$ cat src/rtl/fnd_scan_controller_if.sv
// Display-side bundle of the FND scan controller: value/enable in, digit
// select and decoder code out.
interface fnd_scan_controller_if;
  logic [13:0] i_value;
  logic        i_onOff;
  logic [3:0]  o_digit_sel;
  logic [3:0]  o_value;
  logic        o_onOff;

  modport master (
    output i_value,
    output i_onOff,
    input  o_digit_sel,
    input  o_value,
    input  o_onOff
  );

  modport slave (
    input  i_value,
    input  i_onOff,
    output o_digit_sel,
    output o_value,
    output o_onOff
  );
endinterface

$ cat src/rtl/fnd_scan_controller.sv
// Four-digit common-anode FND scanner. Snapshots the value once per frame,
// splits it into BCD digits and drives one digit per slot, blanking the start
// of every slot to suppress ghosting.
// Optional macro FND_LEAD_ZERO_BLANK_EN: blank leading zero digits.
//
// state | meaning
// ------+------------------------------------------------------------
// BLANK | dead-time at start of slot, outputs blank
// DRIVE | selected digit driven with its code
module fnd_scan_controller #(
  parameter int P_SCAN_DIV     = 100_000,
  parameter int P_BLANK_CYCLES = 4
) (
  input  logic                  i_clk,
  input  logic                  i_reset,
  fnd_scan_controller_if.slave  bus
);

  localparam int CNT_W = (P_SCAN_DIV > 2) ? $clog2(P_SCAN_DIV) : 1;
  localparam logic [CNT_W-1:0] CNT_LAST   = CNT_W'(P_SCAN_DIV - 1);
  localparam logic [CNT_W-1:0] BLANK_LAST = CNT_W'(P_BLANK_CYCLES - 1);

  typedef enum logic {BLANK, DRIVE} state_t;

  state_t           state_q;
  logic [CNT_W-1:0] cnt_q, cnt_d;
  logic [1:0]       idx_q, idx_d;
  logic [13:0]      snap_q;
  logic [3:0]       sel_q, val_q;
  logic             off_q;

  logic [3:0] dig0, dig1, dig2, dig3;
  logic       ovf;
  logic [3:0] drv_val;
  logic       drv_off;

  // Slot counter and digit index advance every cycle.
  always_comb begin
    cnt_d = cnt_q + 1'b1;
    idx_d = idx_q;
    if (cnt_q == CNT_LAST) begin
      cnt_d = '0;
      idx_d = idx_q + 2'd1;
    end
  end

  assign dig0 = 4'(snap_q % 14'd10);
  assign dig1 = 4'((snap_q / 14'd10) % 14'd10);
  assign dig2 = 4'((snap_q / 14'd100) % 14'd10);
  assign dig3 = 4'(snap_q / 14'd1000);
  assign ovf  = (snap_q > 14'd9999);

  // Code and blank flag for the digit currently being scanned.
  always_comb begin
    drv_off = 1'b0;
    case (idx_q)
      2'd0:    drv_val = dig0;
      2'd1:    drv_val = dig1;
      2'd2:    drv_val = dig2;
      default: drv_val = dig3;
    endcase
    if (ovf) drv_val = 4'ha;
`ifdef FND_LEAD_ZERO_BLANK_EN
    // A digit is a leading zero when it and every higher digit are zero;
    // the ones digit always shows so a value of 0 reads "0".
    if (!ovf) begin
      case (idx_q)
        2'd1:    drv_off = (dig3 == 4'd0) && (dig2 == 4'd0) && (dig1 == 4'd0);
        2'd2:    drv_off = (dig3 == 4'd0) && (dig2 == 4'd0);
        2'd3:    drv_off = (dig3 == 4'd0);
        default: drv_off = 1'b0;
      endcase
    end
`endif
  end

  // Scan FSM, frame snapshot and registered display outputs.
  always_ff @(posedge i_clk) begin
    if (!i_reset) begin
      state_q <= BLANK;
      cnt_q   <= '0;
      idx_q   <= '0;
      snap_q  <= '0;
      sel_q   <= 4'hf;
      val_q   <= 4'h0;
      off_q   <= 1'b1;
    end else begin
      cnt_q <= cnt_d;
      idx_q <= idx_d;
      if (idx_q == 2'd0 && cnt_q == '0) snap_q <= bus.i_value;

      case (state_q)
        BLANK:   if (cnt_q == BLANK_LAST) state_q <= DRIVE;
        DRIVE:   if (cnt_q == CNT_LAST)   state_q <= BLANK;
        default: state_q <= BLANK;
      endcase

      // Display-off only masks the outputs; scanning keeps its place.
      if (state_q == DRIVE && !bus.i_onOff) begin
        sel_q <= ~(4'b0001 << idx_q);
        val_q <= drv_val;
        off_q <= drv_off;
      end else begin
        sel_q <= 4'hf;
        val_q <= 4'h0;
        off_q <= 1'b1;
      end
    end
  end

  assign bus.o_digit_sel = sel_q;
  assign bus.o_value     = val_q;
  assign bus.o_onOff     = off_q;

endmodule

$ cat src/flat_wrapper.sv
// flat-port wrapper written by rule: the top's interface ports become plain ports
module fnd_scan_controller_flat 
#(
  parameter int P_SCAN_DIV     = 100_000,
  parameter int P_BLANK_CYCLES = 4
)
  (i_clk, i_reset, bus_i_value, bus_i_onOff, bus_o_digit_sel, bus_o_value, bus_o_onOff);
  fnd_scan_controller_if bus_i ();
  input  logic i_clk;
  input  logic i_reset;
  input wire logic [$bits(bus_i.i_value)-1:0] bus_i_value;
  input wire logic [$bits(bus_i.i_onOff)-1:0] bus_i_onOff;
  output wire logic [$bits(bus_i.o_digit_sel)-1:0] bus_o_digit_sel;
  output wire logic [$bits(bus_i.o_value)-1:0] bus_o_value;
  output wire logic [$bits(bus_i.o_onOff)-1:0] bus_o_onOff;
  assign bus_i.i_value = bus_i_value;
  assign bus_i.i_onOff = bus_i_onOff;
  assign bus_o_digit_sel = bus_i.o_digit_sel;
  assign bus_o_value = bus_i.o_value;
  assign bus_o_onOff = bus_i.o_onOff;
  fnd_scan_controller #(.P_SCAN_DIV(P_SCAN_DIV), .P_BLANK_CYCLES(P_BLANK_CYCLES)) u_core (.i_clk(i_clk), .i_reset(i_reset), .bus(bus_i));
endmodule
$ cat config.mk
export PLATFORM = sky130hd
export DESIGN_NAME = fnd_scan_controller_flat
export DESIGN_NICKNAME = d
export VERILOG_FILES = /design/src/rtl/fnd_scan_controller_if.sv /design/src/rtl/fnd_scan_controller.sv /design/src/flat_wrapper.sv
export SDC_FILE = /design/constraint.sdc
export NUM_CORES = 1
export LEC_CHECK = 0
export ABC_AREA = 1
export CORE_MARGIN = 5
export CORE_UTILIZATION = 59
export CTS_BUF_LIST = sky130_fd_sc_hd__clkbuf_2 sky130_fd_sc_hd__clkbuf_4 sky130_fd_sc_hd__clkbuf_8
export CTS_CLUSTER_DIAMETER = 80
export DETAILED_ROUTE_END_ITERATION = 10
export PLACE_DENSITY = 0.89
export SYNTH_ARGS = -nofsm -noshare
export SYNTH_HDL_FRONTEND = slang
export SYNTH_SLANG_ARGS = --single-unit
$ cat constraint.sdc
create_clock -name i_clk -period 16.35 [get_ports i_clk]
set_clock_uncertainty 0.15 [all_clocks]
set_input_delay 4.905 -clock i_clk [delete_from_list [all_inputs] [get_ports i_clk]]
set_output_delay 4.905 -clock i_clk [all_outputs]
set_load 0.01 [all_outputs]
# Yosys cells after proc, flatten, opt, wreduce, memory -nomap -nowiden

Cells that the tools add are included.

Memories: 0
Flip-flop bits (word level): 43
Bits in read-only memories: 0
Memory bits (writable): 0
Bits in latches: 0

Bitwise logic cells: 4
Div/mod/pow operators: 6
Eq/ne operators: 4
Multiply operators: 0
Magnitude comparators: 1
Shifts and indexed selects: 1
Reduce and logical (&&, ||, !) cells: 8
Add/subtract/negate cells: 2
Muxes and demuxes: 6

Operators with widths:

| cell                                                                     | number |
|---|---|
| 14-bit by 4-bit remainder unit with 14-bit output, second input constant | 3 |
| 17-bit by 1-bit adder with 17-bit output, second input constant          | 1 |
| 17-bit equality test, second input constant                              | 1 |
| 17-bit by 2-bit equality test with 1-bit output, second input constant   | 1 |
| 17-bit zero test                                                         | 1 |
| 14-bit by 10-bit divider with 14-bit output, second input constant       | 1 |
| 14-bit by 4-bit divider with 14-bit output, second input constant        | 1 |
| 14-bit by 7-bit divider with 14-bit output, second input constant        | 1 |
| 14-bit greater-than comparator, second input constant                    | 1 |
| 4-bit one-hot mux with 3 select lines                                    | 1 |
| 4-bit two-way mux                                                        | 1 |
| 4-bit inverter                                                           | 1 |
| 1-bit by 2-bit left shift with 4-bit output, first input constant        | 1 |
| 1-bit two-way mux                                                        | 3 |
| 1-bit inverter                                                           | 3 |
| 3-bit OR reduction                                                       | 1 |
| 2-bit by 1-bit adder with 2-bit output, second input constant            | 1 |
| 2-bit by 1-bit equality test with 1-bit output, second input constant    | 1 |
| 2-bit equality test, second input constant                               | 1 |
| 1-bit logical AND                                                        | 2 |
| 2-bit zero test                                                          | 1 |
| 1-bit one-hot mux with 2 select lines                                    | 1 |
| 2-bit AND reduction                                                      | 1 |
| 2-bit OR reduction                                                       | 1 |
| 1-bit zero test                                                          | 1 |

# Longest topological paths before layout

Gate-level depths: netlist of run 1.

Word-level depth: 4
Depth in mapped cells: 140
Gate-level depth less buffers: 135

# Worst setup path before layout of run 1

Ideal clock, no wire load.

Kind: reg2reg
Start: register u_core.idx_q[0]
End: register u_core.val_q[3], in the netlist u_core.bus.o_value[3]
Data required time: 16130 ps
Path slack: 724 ps
Arrival: 15406 ps
Cell stages (with the launch flop): 129
Library setup time: 70 ps
Buffers on the path: 6
Cell sequence: dfxtp_1 -> inv_1 -> ha_1 -> buf_6 -> inv_1 -> clkbuf_8 -> buf_6 -> buf_6 -> ha_1 -> nand2_1 -> inv_1 -> nand2_1 -> nor2_2 -> nand2_2 -> nand2_1 -> a21oi_2 -> nand3_2 -> inv_1 -> (+93 left out) -> nand3_1 -> nand2_1 -> nand2_1 -> nand2_1 -> nand2_1 -> nand2_1 -> nand2_2 -> nand4_4 -> nand2_2 -> nand2_1 -> nand2_1 -> inv_1 -> ha_1 -> xnor2_1 -> nand2_1 -> nand2_1 -> nand2_1 -> a21oi_1

RTL lines:

| element                  | line                       | text |
|---|---|---|
| start: declaration       | fnd_scan_controller.sv:27  | `logic [1:0] idx_q, idx_d;` |
| start signal: assignment | fnd_scan_controller.sv:89  | `idx_q <= idx_d;` |
| end signal: assignment   | fnd_scan_controller.sv:101 | `val_q <= drv_val;` |
| end: declaration         | fnd_scan_controller.sv:29  | `logic [3:0] sel_q, val_q;` |

==> flow_summary_export.csv, run 1 <==
group,metric,value,unit
critical_path,crit_type,"reg -> reg",
global_route,track_usage,23.66,%
die,start_util,60.10,%
critical_path,startpoint_type,"flip-flop",
clock_tree,ctsRootBufferMaster,"clkbuf_8",
global_route,grt_max_degree,41,
critical_path,end_kind,"flip-flop",
clock_tree,htree_levels,2,
critical_path,cp_max_fo,19,
route,dr.pass1.iters,5,
timing,fin_crit,15.19,ns
timing,fmax,65.82,MHz
global_route,antenna_found_initial,0,
finish,finalInstanceArea,8730,µm²
die,die-area,15910,µm²
min_path,hold_path_class,"reg -> reg",
clock_tree,cts_tree,"built",
place,dp_hpwl,15220,µm
route,vias,8403,
place,place_congestion,0.9775,
status,status,"complete, no violations",
clock_tree,cts.sinks,43,
route,wire_per_inst,13.52,µm
place,port_buffers,25,
timing,tightestPinTransition,1.093,ns
job,cap_violations,0,
synth,synth_cells,1292,
route,drt-initial-drc-count,696,
clock_tree,max-clock-path-buffers,2,
die,chipHeight,126.1,µm
synth,synth_fp_nets,1345,
route,finalWirelength,20320,µm
synth,ys_types,60,
die,core,13240,µm²
finish,synthToLayoutAreaGrowth,9.684,%
synth,yosys_most_used_dff,"dfxtp_1",
die,die_w,126.1,µm
timing,timing.slew.headroom,26.93,%
timing,fin_crit_sh,92.92,%
clock_tree,worstSkewPairLatency,0.31,ns
route,drc_errors,0,
synth,ys_seq_elements,43,
critical_path,crit_path_frequent_cell,"nand2_1",
global_route,grt_first_pass_wirelength,33050,µm
place,place_area,8223,µm²
finish,final_common_cell,"nand2_1",
synth,ys.warnings.count,0,
route,vias_per_cell,5.591,
die,top_level_ports,26,
finish,diodes,0,
synth,async_reset_ff_share,0,%
clock_tree,cts_buffers,5,
finish,mostFrequentLayoutCells,"nand2_1 (286), inv_1 (181), nand3_1 (101)",
synth,ys_seq_area_share,10.82,%
global_route,grt_pass1_vias,7631,
global_route,grt_overflow,0,
critical_path,cp.required,16.40,ns
synth,postSynthAreaPerCell,6.160,µm²
timing,slew_viol_final,0,
critical_path,crit_arrival,15.24,ns
clock_tree,holdBufCountCts,0,
critical_path,slowest_delay,0.38,ns
timing,finalHoldViolations,0,
critical_path,slowest_stage,"dfxtp_4",
route,antenna_left,0,
timing,setup_violations,0,
finish,drive_above_1_share,21.40,%
synth,syn_area,7959,µm²
die,rows,42,
synth,synth_edf_count,0,
clock_tree,clkTransAtPathRegs,0.09,ns
finish,layout.nets,1379,
==> critical path, delay by kind of cell (launching register included) <==
family,cells,cell delay (ns)
xor gates and xnor gates,2,0.30
buffers and inverters,21,1.87
DFF,1,0.38
adders and majority gates,11,3.32
AOI/OAI and AO/OA,16,1.67
and+or+nand+nor,72,7.41
==> what timing repair did <==
action	CTS	global route
gates resized for setup	3	51
endpoints found under the setup margin	3	4
pin swaps	3	27
setup buffers	1	23
==> synth_stat cells (10+ instances only) <==
master | count | area share (%)
nand2_1 | 286 | 13
inv_1 | 186 | 8.8
nand3_1 | 104 | 6.5
nor2_1 | 104 | 4.9
nand2_2 | 72 | 5.7
o21ai_0 | 71 | 4.5
a21oi_1 | 52 | 3.3
xor2_1 | 49 | 5.4
dfxtp_1 | 43 | 11
nand2_4 | 38 | 5.4
ha_1 | 36 | 5.7
nand4_1 | 36 | 2.8
nand3_2 | 27 | 3.4
nor2_2 | 17 | 1.3
nor3_1 | 16 | 1.0
xnor2_1 | 14 | 1.5
inv_2 | 11 | 0.52
o21ai_1 | 11 | 0.69
clkbuf_1 | 10 | 0.47
==> flip-flops by register name, summed over array words and instances (netlist names) <==
signal                  flops
u_core.bus.o_digit_sel      4
u_core.bus.o_onOff          1
u_core.bus.o_value          4
u_core.cnt_q               17
u_core.idx_q                2
u_core.snap_q              14
u_core.state_q              1
==> kinds of logic after synthesis <==
| kind of cell | synth area share, % |
|---|---|
| AO/OA/AOI/OAI | 11.96 |
| buffers and inverters | 12.78 |
| flip-flops | 10.82 |
| XOR/XNOR | 7.279 |
| AND/OR/NAND/NOR | 51.50 |
| adder cells (fa/ha/maj) | 5.659 |
==> metal layers <==
layer	track usage (%)	up-vias	wire, µm
met5	0	-	0
met4	7.382	0	590
met3	2.540	57	1256
met2	41.66	317	9821
met1	30.28	3795	8656
li1	-	4234	-
==> path summary, 6_finish.rpt <==
kind / slack (ns) / depth (start not counted) / end / start
worst max-delay path: 1.16 / 122 / u_core.bus.o_value[2] / u_core.idx_q[0]
worst min-delay path: 0.32 / 1 / u_core.cnt_q[0] / u_core.cnt_q[0]
worst max register to register: 1.16 / 122 / u_core.bus.o_value[2] / u_core.idx_q[0]
worst min register to register: 0.32 / 1 / u_core.cnt_q[0] / u_core.cnt_q[0]
==> layout make-up <==
| type | count | area (µm²) |
|---|---|---|
| Sequential cell | 43 | 865.8 |
| Timing Repair Buffer | 54 | 475.5 |
| Tap cell | 176 | 220.2 |
| Multi-Input combinational cell | 1020 | 6282 |
| Clock buffer | 5 | 68.82 |
| Fill cell | 1152 | 4513 |
| Clock inverter | 3 | 43.79 |
| Inverter | 202 | 773.2 |
==> through the flow <==
stage	util (%)	cells	setup TNS [ns]	setup slack [ns]	hold slack (ns)
3_5_place_dp	62.09	1471	-0.4270	-0.1940	0.3041
4_1_cts	63.02	1480	0	0.02779	0.3238
3_3_place_gp	62.09	1471	0	0.4098	0.2964
6_report	65.92	1503	0	1.158	0.3202
2_1_floorplan	-	1292	0	0.7244	0.2800
5_1_grt	65.92	1503	-0.3355	-0.1508	0.3374
Power of run 1 is left out: the tool's default activity adds up to more than one toggle a clock period on the data nets, which glitch-free logic cannot reach.
==> run 2, diff against run 1 <==
Settings changed: CELL_PAD_IN_SITES_DETAIL_PLACEMENT from default to 0, CELL_PAD_IN_SITES_GLOBAL_PLACEMENT from default to 1, CORE_UTILIZATION 59 to 42, PLACE_DENSITY 0.89 to 0.9.
==> run 2 against run 1 <==
Critical endpoint is now u_core.bus.o_value[3]. Critical path depth rose by 2. Setup slack improved by 0.047 ns. Via count fell by 4.4%. Largest cell class unchanged. Non-clock buffer count rose by 9. Global-route usage fell by 5.4 points. Register-to-register slack improved by 0.05 ns. Highest routed layer unchanged. Core utilization fell by 19 points. Flip-flop and latch count did not move. Final area rose by 1.4%.
==> flow_summary_export.csv, run 2 (synthesis results as in run 1) <==
group,metric,value,unit
finish,final_common_cell,"nand2_1",
place,dp_hpwl,15890,µm
global_route,antenna_found_initial,0,
timing,timing.slew.headroom,52.61,%
global_route,grt_overflow,0,
place,port_buffers,25,
critical_path,crit_type,"reg -> reg",
place,post-place-cells,1533,
die,top_level_ports,26,
timing,fin_crit_sh,92.63,%
finish,layout.nets,1388,
place,pre_cts_slack,-0.2957,ns
critical_path,crit_arrival,15.23,ns
job,cap_violations,0,
timing,finalHoldViolations,0,
die,chipHeight,147.7,µm
critical_path,startpoint_type,"flip-flop",
finish,regArea,865.8,µm²
route,vias,8036,
finish,diodes,0,
clock_tree,cts_buffers,5,
die,start_util,42.55,%
finish,fillers,1928,
clock_tree,clkTransAtPathRegs,0.08,ns
timing,tightestPinTransition,0.7086,ns
route,drc_errors,0,
critical_path,end_kind,"flip-flop",
route,drt-initial-drc-count,483,
finish,finalInstanceArea,8848,µm²
route,antenna_left,0,
timing,setup_violations,0,
min_path,hold_path_class,"reg -> reg",
clock_tree,cts.sinks,43,
global_route,grt_first_pass_wirelength,34320,µm
finish,synthToLayoutAreaGrowth,11.18,%
clock_tree,htree_levels,2,
critical_path,cp_max_fo,10,
route,wire_per_inst,13.05,µm
critical_path,slowest_delay,0.36,ns
finish,layoutNonFillerInstCount,1570,
status,status,"complete, no violations",
timing,slew_viol_final,0,
finish,largest_register_ffs,17,
global_route,track_usage,18.27,%
route,dr.pass1.iters,5,
clock_tree,cts_tree,"built",
route,finalWirelength,20490,µm
clock_tree,ctsRootBufferMaster,"clkbuf_8",
global_route,grt_max_degree,41,
finish,multi_input_area,6291,µm²
route,vias_per_cell,5.118,
place,place_congestion,0.8952,
critical_path,cp.required,16.44,ns
die,die_w,147.7,µm
finish,regMostFlops,"u_core.cnt_q",
finish,mostFrequentLayoutCells,"nand2_1 (285), inv_1 (183), nand3_1 (102)",
clock_tree,worstSkewPairLatency,0.31,ns
die,core,18710,µm²
finish,drive_above_1_share,21.93,%
place,place_area,8325,µm²
critical_path,crit_path_frequent_cell,"inv_1",
timing,fin_crit,15.15,ns
clock_tree,max-clock-path-buffers,2,
critical_path,slowest_stage,"dfxtp_4",
timing,fin_ws,1.205,ns
finish,reg_top3,"u_core.cnt_q x17, u_core.snap_q x14",
global_route,grt_pass1_vias,7331,
die,rows,50,
die,die-area,21800,µm²
timing,fmax,66.03,MHz
[run 2: per-layer routing]
metal	share of wire [%]	track usage (%)	vias up
met5	0	0	-
met1	47	24.71	3635
li1	-	-	4252
met3	2.9	1.717	24
met4	1.6	3.448	0
met2	48	31.84	125
[run 2: what timing repair did]
action | in CTS | in global routing
resized for setup | 5 | 47
hold buffers | 0 | 0
setup endpoints to repair | 3 | 4
pin swaps | 3 | 20
buffers inserted | 1 | 28
[run 2: through the flow]
| step | utilization, % | hold slack, ns | TNS [ns] |
|---|---|---|---|
| after floorplan | - | 0.2800 | 0 |
| after global placement | 44.51 | 0.2945 | 0 |
| after detailed placement | 44.51 | 0.3049 | -0.6748 |
| after CTS | 45.08 | 0.3248 | 0 |
| after global routing | 47.30 | 0.3751 | -0.1225 |
| final | 47.30 | 0.3171 | 0 |
[run 2: worst max-delay path, delay by kind of cell, from the launching register on]
kind                       cells  cell delay, ns
AOI/OAI and AO/OA             14            1.41
buffers and inverters         24            1.74
adders and majority gates     13            3.65
DFF                            1            0.36
xor gates and xnor gates       4            0.63
and+or+nand+nor               69            7.14
[run 2: final cells by class]
| class | count | area share [%] |
|---|---|---|
| Clock inverter | 2 | 0.1414 |
| Sequential cell | 43 | 9.785 |
| Clock buffer | 6 | 0.8626 |
| Inverter | 202 | 8.710 |
| Multi-Input combinational cell | 1020 | 71.10 |
| Tap cell | 234 | 3.309 |
| Timing Repair Buffer | 63 | 6.094 |
[run 2: final timing paths]
path,to,slack [ns],start,depth (start not counted)
worst max-delay path,u_core.bus.o_value[3],1.20,u_core.idx_q[0],124
worst min-delay path,u_core.cnt_q[0],0.32,u_core.cnt_q[0],1
worst max register to register,u_core.bus.o_value[3],1.20,u_core.idx_q[0],124
worst min register to register,u_core.cnt_q[0],0.32,u_core.cnt_q[0],1
Power of run 2 is left out for the same reason.
